**src/rtl/led_pwm_pkg.sv**
```systemverilog
// Shared types and the saturating fade helper for the LED PWM output stage.
package led_pwm_pkg;

    localparam int unsigned DEFAULT_PWM_BITS = 8;
    localparam int unsigned FADE_W           = 16;

    typedef logic [DEFAULT_PWM_BITS-1:0] duty_t;
    typedef logic [FADE_W-1:0]           fade_t;

    localparam duty_t DUTY_MAX = '1;

    // One saturated step of duty toward target; step 0 jumps straight there.
    function automatic fade_t fade_next(input fade_t duty, input fade_t target, input fade_t step);
        logic [FADE_W:0] sum;
        logic [FADE_W:0] gap;
        sum       = {1'b0, duty} + {1'b0, step};
        gap       = {1'b0, duty} - {1'b0, target};
        fade_next = duty;
        if (step == '0) begin
            fade_next = target;
        end else if (duty < target) begin
            fade_next = (sum >= {1'b0, target}) ? target : sum[FADE_W-1:0];
        end else if (duty > target) begin
            fade_next = (gap <= {1'b0, step}) ? target : (duty - step);
        end
    endfunction

endpackage

```
**src/rtl/led_fade_channel.sv**
```systemverilog
// One LED channel: holds the ramping duty and produces the registered PWM drive.
module led_fade_channel
    import led_pwm_pkg::*;
#(
    parameter int unsigned PWM_BITS = DEFAULT_PWM_BITS
) (
    input  logic                clk,
    input  logic                i_reset,
    input  logic                i_clear,
    input  logic                i_wrap,
    input  logic                i_on,
    input  logic [PWM_BITS-1:0] i_brightness,
    input  logic [PWM_BITS-1:0] i_fade_step,
    input  logic [PWM_BITS-1:0] i_pwm_cnt,
    output logic                o_led
);

    localparam logic [PWM_BITS-1:0] CNT_MAX = '1;

    logic [PWM_BITS-1:0] duty;
    logic [PWM_BITS-1:0] target_c;
    logic [PWM_BITS-1:0] duty_next_c;

    always_comb begin
        target_c    = i_on ? i_brightness : '0;
        duty_next_c = PWM_BITS'(fade_next(FADE_W'(duty), FADE_W'(target_c), FADE_W'(i_fade_step)));
    end

    // Full-scale duty is forced high so the LED never blinks off for a tick.
    always_ff @(posedge clk) begin
        if (i_reset || i_clear) begin
            duty  <= '0;
            o_led <= 1'b0;
        end else begin
            if (i_wrap) begin
                duty <= duty_next_c;
            end
            o_led <= (duty == CNT_MAX) || (i_pwm_cnt < duty);
        end
    end

endmodule

```
**src/rtl/led_pwm_fader.sv**
```systemverilog
// LED output stage: shared prescaler and PWM counter driving per-channel fading PWM.
module led_pwm_fader
    import led_pwm_pkg::*;
#(
    parameter int unsigned WORD_WIDTH = 8,
    parameter int unsigned PWM_BITS   = $bits(duty_t),
    parameter int unsigned PRESCALE   = 195
) (
    input  logic                  clk,
    input  logic                  i_reset,
    input  logic                  i_enable,
    input  logic [WORD_WIDTH-1:0] i_pattern,
    input  logic [PWM_BITS-1:0]   i_brightness,
    input  logic [PWM_BITS-1:0]   i_fade_step,
    output logic [WORD_WIDTH-1:0] o_leds,
    output logic                  o_period_start
);

    localparam int unsigned         PS_W    = (PRESCALE > 1) ? $clog2(PRESCALE) : 1;
    localparam logic [PS_W-1:0]     PS_LAST = PS_W'(PRESCALE - 1);
    localparam logic [PWM_BITS-1:0] CNT_MAX = '1;

    logic [PS_W-1:0]     prescaler;
    logic [PWM_BITS-1:0] pwm_cnt;
    logic                clear_c;
    logic                tick_c;
    logic                wrap_c;

    always_comb begin
        clear_c = ~i_enable;
        tick_c  = (prescaler == PS_LAST);
        wrap_c  = tick_c && (pwm_cnt == CNT_MAX);
    end

    // Disable clears everything exactly like reset so fades restart from zero.
    always_ff @(posedge clk) begin
        if (i_reset || clear_c) begin
            prescaler      <= '0;
            pwm_cnt        <= '0;
            o_period_start <= 1'b0;
        end else begin
            prescaler      <= tick_c ? '0 : (prescaler + PS_W'(1));
            if (tick_c) begin
                pwm_cnt <= pwm_cnt + PWM_BITS'(1);
            end
            o_period_start <= wrap_c;
        end
    end

    for (genvar i = 0; i < int'(WORD_WIDTH); i++) begin : g_ch
        led_fade_channel #(
            .PWM_BITS(PWM_BITS)
        ) u_ch (
            .clk          (clk),
            .i_reset      (i_reset),
            .i_clear      (clear_c),
            .i_wrap       (wrap_c),
            .i_on         (i_pattern[i]),
            .i_brightness (i_brightness),
            .i_fade_step  (i_fade_step),
            .i_pwm_cnt    (pwm_cnt),
            .o_led        (o_leds[i])
        );
    end

endmodule

```
**config.mk**
```make
export PLATFORM = sky130hd
export DESIGN_NAME = led_pwm_fader
export DESIGN_NICKNAME = d
export VERILOG_FILES = /design/src/rtl/led_pwm_pkg.sv /design/src/rtl/led_fade_channel.sv /design/src/rtl/led_pwm_fader.sv
export SDC_FILE = /design/constraint.sdc
export NUM_CORES = 1
export LEC_CHECK = 0
export ABC_CLOCK_PERIOD_IN_PS = 12400
export CORE_MARGIN = 2
export CORE_UTILIZATION = 35
export CTS_CLUSTER_SIZE = 30
export DETAILED_ROUTE_END_ITERATION = 8
export PLACE_DENSITY_LB_ADDON = 0.25
export SYNTH_ARGS = -nofsm -noshare
export SYNTH_HDL_FRONTEND = slang
export SYNTH_SLANG_ARGS = --single-unit
```
**constraint.sdc**
```tcl
create_clock -name clk -period 12.4 [get_ports clk]
set_input_delay 1.24 -clock clk [delete_from_list [all_inputs] [get_ports clk]]
set_output_delay 1.24 -clock clk [all_outputs]
set_load 0.01 [all_outputs]
```
-- After elaboration in Yosys (flattened, before gate mapping)
Index checks and enable logic that the tools add are counted.
- bitwise operators: 1
- shift-type cells: 0
- eq/ne operators: 10
- reductions and logical operators: 28
- multiply operators: 0
- $add $sub $neg: 26
- magnitude comparators: 40
- divide/modulo/power cells: 0
- multiplexer cells: 48
- operators with widths (cell ; count):
    $mux 8 ; 48
    $le 17x8->1 ; 8
    $lt 8x8->1 ; 16
    $eq 8x8->1 const B ; 10
    $add 8x8->9 ; 8
    $ge 9x8->1 ; 8
    $sub 8x8->9 ; 8
    $gt 8x8->1 ; 8
    $sub 8x8->8 ; 8
    $reduce_bool 3->1 ; 8
    $add 8x1->8 const B ; 2
    $reduce_and 2->1 ; 8
    $logic_or 1x1->1 ; 9
    $logic_not 8->1 ; 1
    $reduce_or 2->1 ; 1
    $logic_and 1x1->1 ; 1
    $not 1->1 ; 1
- RAM bits: 0
- output and inout bits: 9
- memories kept: 0
- word-level logic and storage cells: 172
- latch bits: 0
- bits in read-only memories: 0
- flip-flop bits (word level): 89
- bits of input ports: 27

-- Longest topological paths before layout
Gate-level depths: netlist of run 1.
- word-level depth: 7
- gate-level depth with buffers: 20

-- Hierarchy
Synthesis of run 1 repeated with hierarchy kept, for this count alone.
- cells, all modules: 2320
- area, all modules: 18152.4 µm²
- by module, submodules not included (module ; seq. area each (µm²) ; area each (µm²) ; cells an instance ; instances):
    led_fade_channel (g_ch[2].u_ch ...) ; 180.2 ; 2140.8 ; 275 ; 4
    led_fade_channel (g_ch[0].u_ch ...) ; 180.2 ; 2205.9 ; 280 ; 3
    led_fade_channel (g_ch[4].u_ch) ; 180.2 ; 2153.3 ; 289 ; 1
    led_pwm_fader ; 340.3 ; 818.3 ; 91 ; 1

-- Worst setup path after synthesis of run 1
OpenSTA, ideal clock, no wires.
- kind: input to register
- start point: input i_brightness[1]
- end point: register g_ch[3].u_ch.duty[0]
- slack: 7.562 ns
- path buffers: 1
- data arrival time: 4.717 ns
- data required time: 12.279 ns
- cell stages on the path: 18
- cell sequence: clkbuf_1 > nand2_1 > ha_1 > nor2b_1 > o31a_1 > o31a_1 > o21a_1 > nor2_1 > xnor2_1 > ha_1 > a211o_1 > nor3_1 > a211oi_1 > nor2_1 > nor2_1 > o21ai_2 > mux2i_1 > a21oi_1
- word-level cells in the longest chain between the ends: 7
- RTL lines (element ; RTL line ; text):
    start, declared ; led_pwm_fader.sv:13 ; input logic [PWM_BITS-1:0] i_brightness,
    $mux 8 (*) ; led_fade_channel.sv:25 ; target_c = i_on ? i_brightness : '0;
    $sub 8x8->9 ; led_pwm_pkg.sv:17 ; gap = {1'b0, duty} - {1'b0, target};
    $le 17x8->1 ; led_pwm_pkg.sv:24 ; fade_next = (gap <= {1'b0, step}) ? target : (duty - step);
    $mux 8 ; led_pwm_pkg.sv:24 ;
    $mux 8 ; led_pwm_pkg.sv:23 ; end else if (duty > target) begin
    $mux 8 ; led_pwm_pkg.sv:21 ; end else if (duty < target) begin
    $mux 8 ; led_pwm_pkg.sv:19 ; if (step == '0) begin
    end signal, assigned ; led_fade_channel.sv:36 ; duty <= duty_next_c;
    end, declared ; led_fade_channel.sv:20 ; logic [PWM_BITS-1:0] duty;
Mark *: on every way between the ends. The rest lies on a longest branch, timed or not. The select of a mux whose other input is x is not followed.
A chain may end at the register's enable or synchronous reset.

-- Worst setup path in the final report of run 1
- start point: input i_fade_step[3]
- end point: register g_ch[4].u_ch.duty[5]
- word-level cells in the longest chain between the ends: 5
- RTL lines (element ; RTL line ; text):
    start, declared ; led_pwm_fader.sv:14 ; input logic [PWM_BITS-1:0] i_fade_step,
    $add 8x8->9, or another cell as far along ; led_pwm_pkg.sv:16 ; sum = {1'b0, duty} + {1'b0, step};
    $ge 9x8->1 or $mux 8 (tied branches) ; led_pwm_pkg.sv:22, led_pwm_pkg.sv:24 ;
    $mux 8, on equally long branches ; led_pwm_pkg.sv:22, led_pwm_pkg.sv:23 ;
    $mux 8 ; led_pwm_pkg.sv:21 ;
    $mux 8 ; led_pwm_pkg.sv:19 ;
    end signal, assigned ; led_fade_channel.sv:36 ;
    end, declared ; led_fade_channel.sv:20 ;
Several ways; a longest one is shown, not always the timed one. The select of a mux whose other input is x is not followed.

==> results of run 1 <==
==> logic make-up (layout without fill, tap and decap cells) <==
group / after synthesis / after routing / share of synthesized area (%)
multiplexers: 12 / 12 / 0.705
other: 0 / 2 / 0
XOR/XNOR: 108 / 108 / 5.55
flip-flops: 89 / 89 / 10.5
AND/OR/NAND/NOR: 663 / 663 / 19.7
buffers and inverters: 233 / 240 / 5.39
AO/OA/AOI/OAI: 711 / 711 / 28.1
adder cells (fa/ha/maj): 395 / 395 / 30.1
==> sequential cells by signal (all words and copies together) (netlist names) <==
name and flops:
g_ch.u_ch.o_led 8, g_ch.u_ch.duty 64, o_period_start 1, prescaler 8, pwm_cnt 8
==> power by group through the flow <==
| stage | Clock [mW] | Combinational (mW) | Sequential (mW) |
|---|---|---|---|
| 2_1_floorplan | 0 | 0.300 | 0.293 |
| 3_3_place_gp | 0 | 0.419 | 0.293 |
| 3_5_place_dp | 0 | 0.426 | 0.293 |
| 4_1_cts | 0.321 | 0.429 | 0.286 |
| 5_1_grt | 0.329 | 0.481 | 0.286 |
| 6_report | 0.314 | 0.436 | 0.286 |
==> final timing paths <==
kind / end / slack (ns) / depth (start not counted)
min: prescaler[0]$_SDFF_PP0_ / 0.48 / 1
min reg2reg: prescaler[0]$_SDFF_PP0_ / 0.48 / 1
max: g_ch[4].u_ch.duty[5]$_SDFFE_PP0P_ / 6.39 / 17
max reg2reg: g_ch[2].u_ch.duty[5]$_SDFFE_PP0P_ / 8.08 / 16
==> per-layer routing <==
layer,GRT usage [%],wire length (microns),up-vias
met4,9.04,2000,0
met5,0,0,-
met1,33.0,28300,8126
met3,2.98,3850,110
li1,-,-,8197
met2,38.2,26700,582
==> placed cells by master (no fill, tap or decap), types with 21 or more instances in the layout <==
cell,synthesis,layout
ha_1,371,371
a21oi_1,163,163
nor2_1,156,156
inv_1,155,155
o21ai_0,148,148
nand2_1,138,137
dfxtp_1,89,89
xnor2_1,73,73
a21o_1,67,67
nand4_1,62,62
nor3_1,51,51
nor2b_1,48,47
nand2b_1,47,46
o21a_1,45,45
nand3_1,43,43
xor2_1,35,35
clkdlybuf4s50_1,0,33
buf_4,9,33
a211oi_1,32,32
a31oi_1,28,28
or3_1,26,26
fa_1,24,24
and3_1,22,22
o211ai_1,21,21
==> critical path, cell delays in order <==
cell and delay (ns):
clkdlybuf4s50_1 0.45, buf_4 0.28, inv_1 0.36, buf_4 0.33, ha_1 0.41, o41ai_1 0.57
o221ai_1 0.25, xnor2_1 0.22, inv_1 0.07, ha_1 0.31, a21boi_0 0.13, a2111oi_0 0.51
o311ai_1 0.32, nor3b_2 0.36, a21boi_0 0.23, a211oi_1 0.06, a31oi_1 0.19
==> layout make-up <==
| cell class | count | area (sq um) | share of cell area [%] |
|---|---|---|---|
| clock buffer | 10 | 239 | 1.30 |
| multi-input combinational | 1889 | 14300 | 78.0 |
| tap | 615 | 769 | 4.19 |
| clock inverter | 6 | 71.3 | 0.388 |
| sequential | 89 | 1780 | 9.69 |
| inverter | 156 | 586 | 3.18 |
| timing repair buffer | 68 | 588 | 3.20 |
| antenna | 2 | 5.00 | 0.0272 |
==> out/metrics.cfg, run 1 <==
[cts]
clk_pin_slew_ns=0.07
cts.htree.levels=3
clk_latency_ns=0.40
cts_tree=done
cts_made_buffers=9
hold_buffers=0
clock_sinks=89
cts_resized=0
post-cts-setup-buffer-count=0
cts_buffer_depth=2
root_buffer=clkbuf_16

[sta]
setup_ws_ns=6.39
fmax_mhz=167
setup-tns-final_ns=0
fin_crit_ns=6.01
hold_ws_ns=0.480
setup-violations-final=0
rsz0062_at_grt=no
slew_violations=0
period_share_pct=48.4
worstMarginPinSlew_ns=1.14
fin_worst_skew_ns=0.0217
timing.max_slew.rel_slack_pct=23.4
hold_viol=0

[synth]
postSynthAreaPerCell_sq_um=7.70
synth_area_leaders=ha_1, dfxtp_1, a21oi_1
syn_nets=2633
synth_flop_cell=dfxtp_1
synth.largest_area_cell=ha_1
synth.yosys.seq_area_share_pct=10.5
ys_top_cells_by_count=ha_1, a21oi_1, nor2_1
synthCells=2211
ys_seq_elements=89
ys.warnings.count=0
syn-cell-area_sq_um=17000
synth_edf_count=0
yosysUniqueCellTypes=87
synth-async-reset-ratio_pct=0
synth_top_area_share_pct=27.3
yosysMostFrequentCell=ha_1

[flow_run]
drv_cap=0

[final_layout]
syn2layout_area_growth_pct=7.95
fill_cells=4988
drive_gt1_share_pct=4.33
fin_nets=2635
layout.cells.non_filler=2835
utilization_pct=38.4
fin_area_sq_um=18400

[grt]
grt_antenna_before_repair=0
grt_pass1_wl_microns=93800
grt.total_usage_pct=24.0
first_global_vias=16300
grt_max_degree=58
grt_overflow=0

[critical_path]
worstPathMaxFanout=10
worstReg2RegStart=g_ch[2].u_ch.duty[1]$_SDFFE_PP0P_
cp_data_arrival_time_ns=6.32
worstPathRequired_ns=12.72
startpoint=i_fade_step[3]
crit_type=primary input to flop
startpoint_type=primary input
cp-end-kind=flop

[routing]
drc=0
wl_microns=60800
drt_iter0_drc=1224
routed_via_density=6.00
dr_total_vias=17000
routedWlPerCell_microns=21.5
postRouteAntennaNets=0
firstDrtPassIters=5

[placement]
placedCellCount=2817
port_buffers=35
hpwl_microns=43600
place_area_sq_um=18100
post-place-ws_ns=6.06
gp_congestion=0.915

[floorplan]
initial_core_util_pct=35.6
ios=36
die_x_microns=225
core.rowCount=80
dieArea_sq_um=50400
die_y_microns=225
core_area_sq_um=47800

[worst_hold_path]
worst_hold_path_type=flop to flop
hp-start=prescaler[0]$_SDFF_PP0_

[power_and_ir_drop]
ir_drop_mv=0.0712
p_clk_share_pct=30.3
powerDensity_nw_per_um2=56.4
seqPwrFrac_pct=27.6
intPower_uw=622
power.total_mw=1.04
p_sw_uw=415
power.leakage_nw=7.85
p_comb_share_pct=42.1
switching_share_pct=40.0

[run_status]
outcome=finished, final reports clean

Note: power is estimated with default switching activity, not from simulation.
==> run 2: changes to the inputs <==
--- a/config.mk
+++ b/config.mk
@@ -5,7 +5,7 @@
 export SDC_FILE = /design/constraint.sdc
 export NUM_CORES = 1
 export LEC_CHECK = 0
-export ABC_CLOCK_PERIOD_IN_PS = 12400
+export ABC_CLOCK_PERIOD_IN_PS = 6000
 export CORE_MARGIN = 2
 export CORE_UTILIZATION = 35
 export CTS_CLUSTER_SIZE = 30
==> constraint.sdc (replaced) <==
create_clock -name clk -period 6 [get_ports clk]
set_input_delay 0.6 -clock clk [delete_from_list [all_inputs] [get_ports clk]]
set_output_delay 0.6 -clock clk [all_outputs]
set_load 0.01 [all_outputs]
==> run 2 against run 1 <==
Via count barely moved; global-route usage up 0.22 points; clock skew is 0.0081 ns lower; first-iteration DRC count up 17%; design area is 0.44% higher; die area did not move; clock power grew 100%; utilization grew 0.17 points; hold slack better by 0.0031 ns; routed wire length rose by 0.87%; critical endpoint is now g_ch[5].u_ch.duty[5]$_SDFFE_PP0P_.
==> out/metrics.cfg, run 2 (synthesis results as in run 1) <==
[final_layout]
layout_commonest_cell=ha_1
syn2layout_area_growth_pct=8.42
largest_reg_flops=64
diodes=0
regMostFlops=g_ch.u_ch.duty
fin_nets=2649
final_cell_mix=ha_1, a21oi_1, nor2_1, inv_1, o21ai_0
drive_gt1_share_pct=4.79

[placement]
hpwl_microns=46100
port_buffers=35
gp_congestion=0.874
post-place-ws_ns=0.582

[power_and_ir_drop]
powerDensity_nw_per_um2=116
ir_drop_mv=0.139
power.leakage_nw=7.92
p_sw_uw=853
switching_share_pct=39.9
intPower_mw=1.29
seqPwrFrac_pct=27.6
p_clk_share_pct=29.7
power.total_mw=2.14
p_comb_share_pct=42.6

[cts]
clk_pin_slew_ns=0.08
clock_sinks=89
root_buffer=clkbuf_16
hold_buffers=0
cts_resized=0
cts_tree=done
cts_made_buffers=9
post-cts-setup-buffer-count=0
cts.htree.levels=3
clk_latency_ns=0.39
cts_buffer_depth=2

[sta]
slew_violations=0
setup-violations-final=0
fin_worst_skew_ns=0.0136
fin_crit_ns=5.20
worstMarginPinSlew_ns=1.05
timing.max_slew.rel_slack_pct=29.9
setup_ws_ns=0.803
fmax_mhz=192
rsz0062_at_grt=no
period_share_pct=86.6
hold_viol=0
setup-tns-final_ns=0
hold_ws_ns=0.483

[critical_path]
r2r_slack_ns=1.59
slowest_stage=clkdlybuf4s50_1
max_stage_delay_ns=0.77
worstRegToRegCells=13
startpoint_type=primary input
path_depth=18
worstPathMaxFanout=9
cp_data_arrival_time_ns=5.47
crit_type=primary input to flop
path_buf_inv=2
worstPathCellList=clkdlybuf4s50_1, buf_4, nand2_1, ha_1, nor2b_1, o31ai_1, a21oi_1, o21a_1, nor2_1, xnor2_1, ha_1, a211oi_1, and3_1, o22a_1, nand2b_1, nor2_1, a311oi_1, a31oi_1
cp-end-kind=flop
cp_top_family=compound AO/OA/AOI/OAI gates
worstPathRequired_ns=6.27

[floorplan]
core_area_sq_um=47800
ios=36
dieArea_sq_um=50400
initial_core_util_pct=35.6
die_x_microns=225
die_y_microns=225
core.rowCount=80

[routing]
postRouteAntennaNets=0
routed_via_density=5.97
drt_iter0_drc=1427
wl_microns=61400
firstDrtPassIters=5
routedWlPerCell_microns=21.6
drc=0
dr_total_vias=17000

[grt]
grt_max_degree=38
first_global_vias=16300
grt_pass1_wl_microns=94600
grt.total_usage_pct=24.2
grt_antenna_before_repair=1
grt_overflow=0

[worst_hold_path]
worstHoldPathCells=1
worst_hold_path_type=flop to flop

[run_status]
outcome=finished, final reports clean

[flow_run]
drv_cap=0

[run 2: cell types whose count changed in the layout (fill, tap and decap cells not counted)]
cell        change
clkbuf_1        +3
inv_6           -3
clkinv_2        +2
diode_2         -2
buf_4          +14
clkinvlp_4      -2
[run 2: routing by layer]
layer,vias up,wire [microns],global-route usage (%)
li1,8199,-,-
met1,8095,27700,32.4
met2,597,27300,39.3
met3,111,3780,2.63
met4,2,2510,10.4
met5,-,13,0
[run 2: worst register-to-register path: stages (launching register included)]
cell       delay (ns)
dfxtp_1          0.54
ha_1             0.45
o41ai_1          0.60
o221ai_1         0.26
xnor2_1          0.24
inv_1            0.08
ha_1             0.30
a21boi_0         0.13
a2111oi_0        0.57
o311ai_1         0.33
nor3b_2          0.37
a21boi_0         0.22
a211oi_1         0.07
a31oi_1          0.20
[run 2: power by group through the flow]
stage | sequential (mW) | clock, mW | combinational, mW
4_1_cts | 0.591 | 0.649 | 0.896
2_1_floorplan | 0.605 | 0 | 0.620
3_5_place_dp | 0.605 | 0 | 0.890
3_3_place_gp | 0.605 | 0 | 0.875
5_1_grt | 0.591 | 0.661 | 1.01
6_report | 0.591 | 0.636 | 0.912
[run 2: area by class of cell]
type | instances | area [sq um]
fillers | 4877 | 29400
multi-input cells | 1889 | 14300
flip-flops and latches | 89 | 1780
well taps | 615 | 769
repair buffers | 82 | 693
inverters | 156 | 586
clock buffers | 13 | 250
clock inverters | 3 | 40.0
[run 2: worst paths after layout]
| check | from | to |
|---|---|---|
| worst max-delay path | i_brightness[1] | g_ch[5].u_ch.duty[5]$_SDFFE_PP0P_ |
| worst min-delay path | prescaler[0]$_SDFF_PP0_ | prescaler[0]$_SDFF_PP0_ |
| worst max register to register | g_ch[4].u_ch.duty[2]$_SDFFE_PP0P_ | g_ch[4].u_ch.duty[5]$_SDFFE_PP0P_ |
| worst min register to register | prescaler[0]$_SDFF_PP0_ | prescaler[0]$_SDFF_PP0_ |
[run 2: stage by stage]
step                cells  instance area (sq um)  util (%)
floorplan            2211                  17000         -
global placement     2831                  18200      38.0
detailed placement   2831                  18200      38.0
CTS                  2847                  18500      38.6
global route         2847                  18500      38.6
finish               2847                  18500      38.6
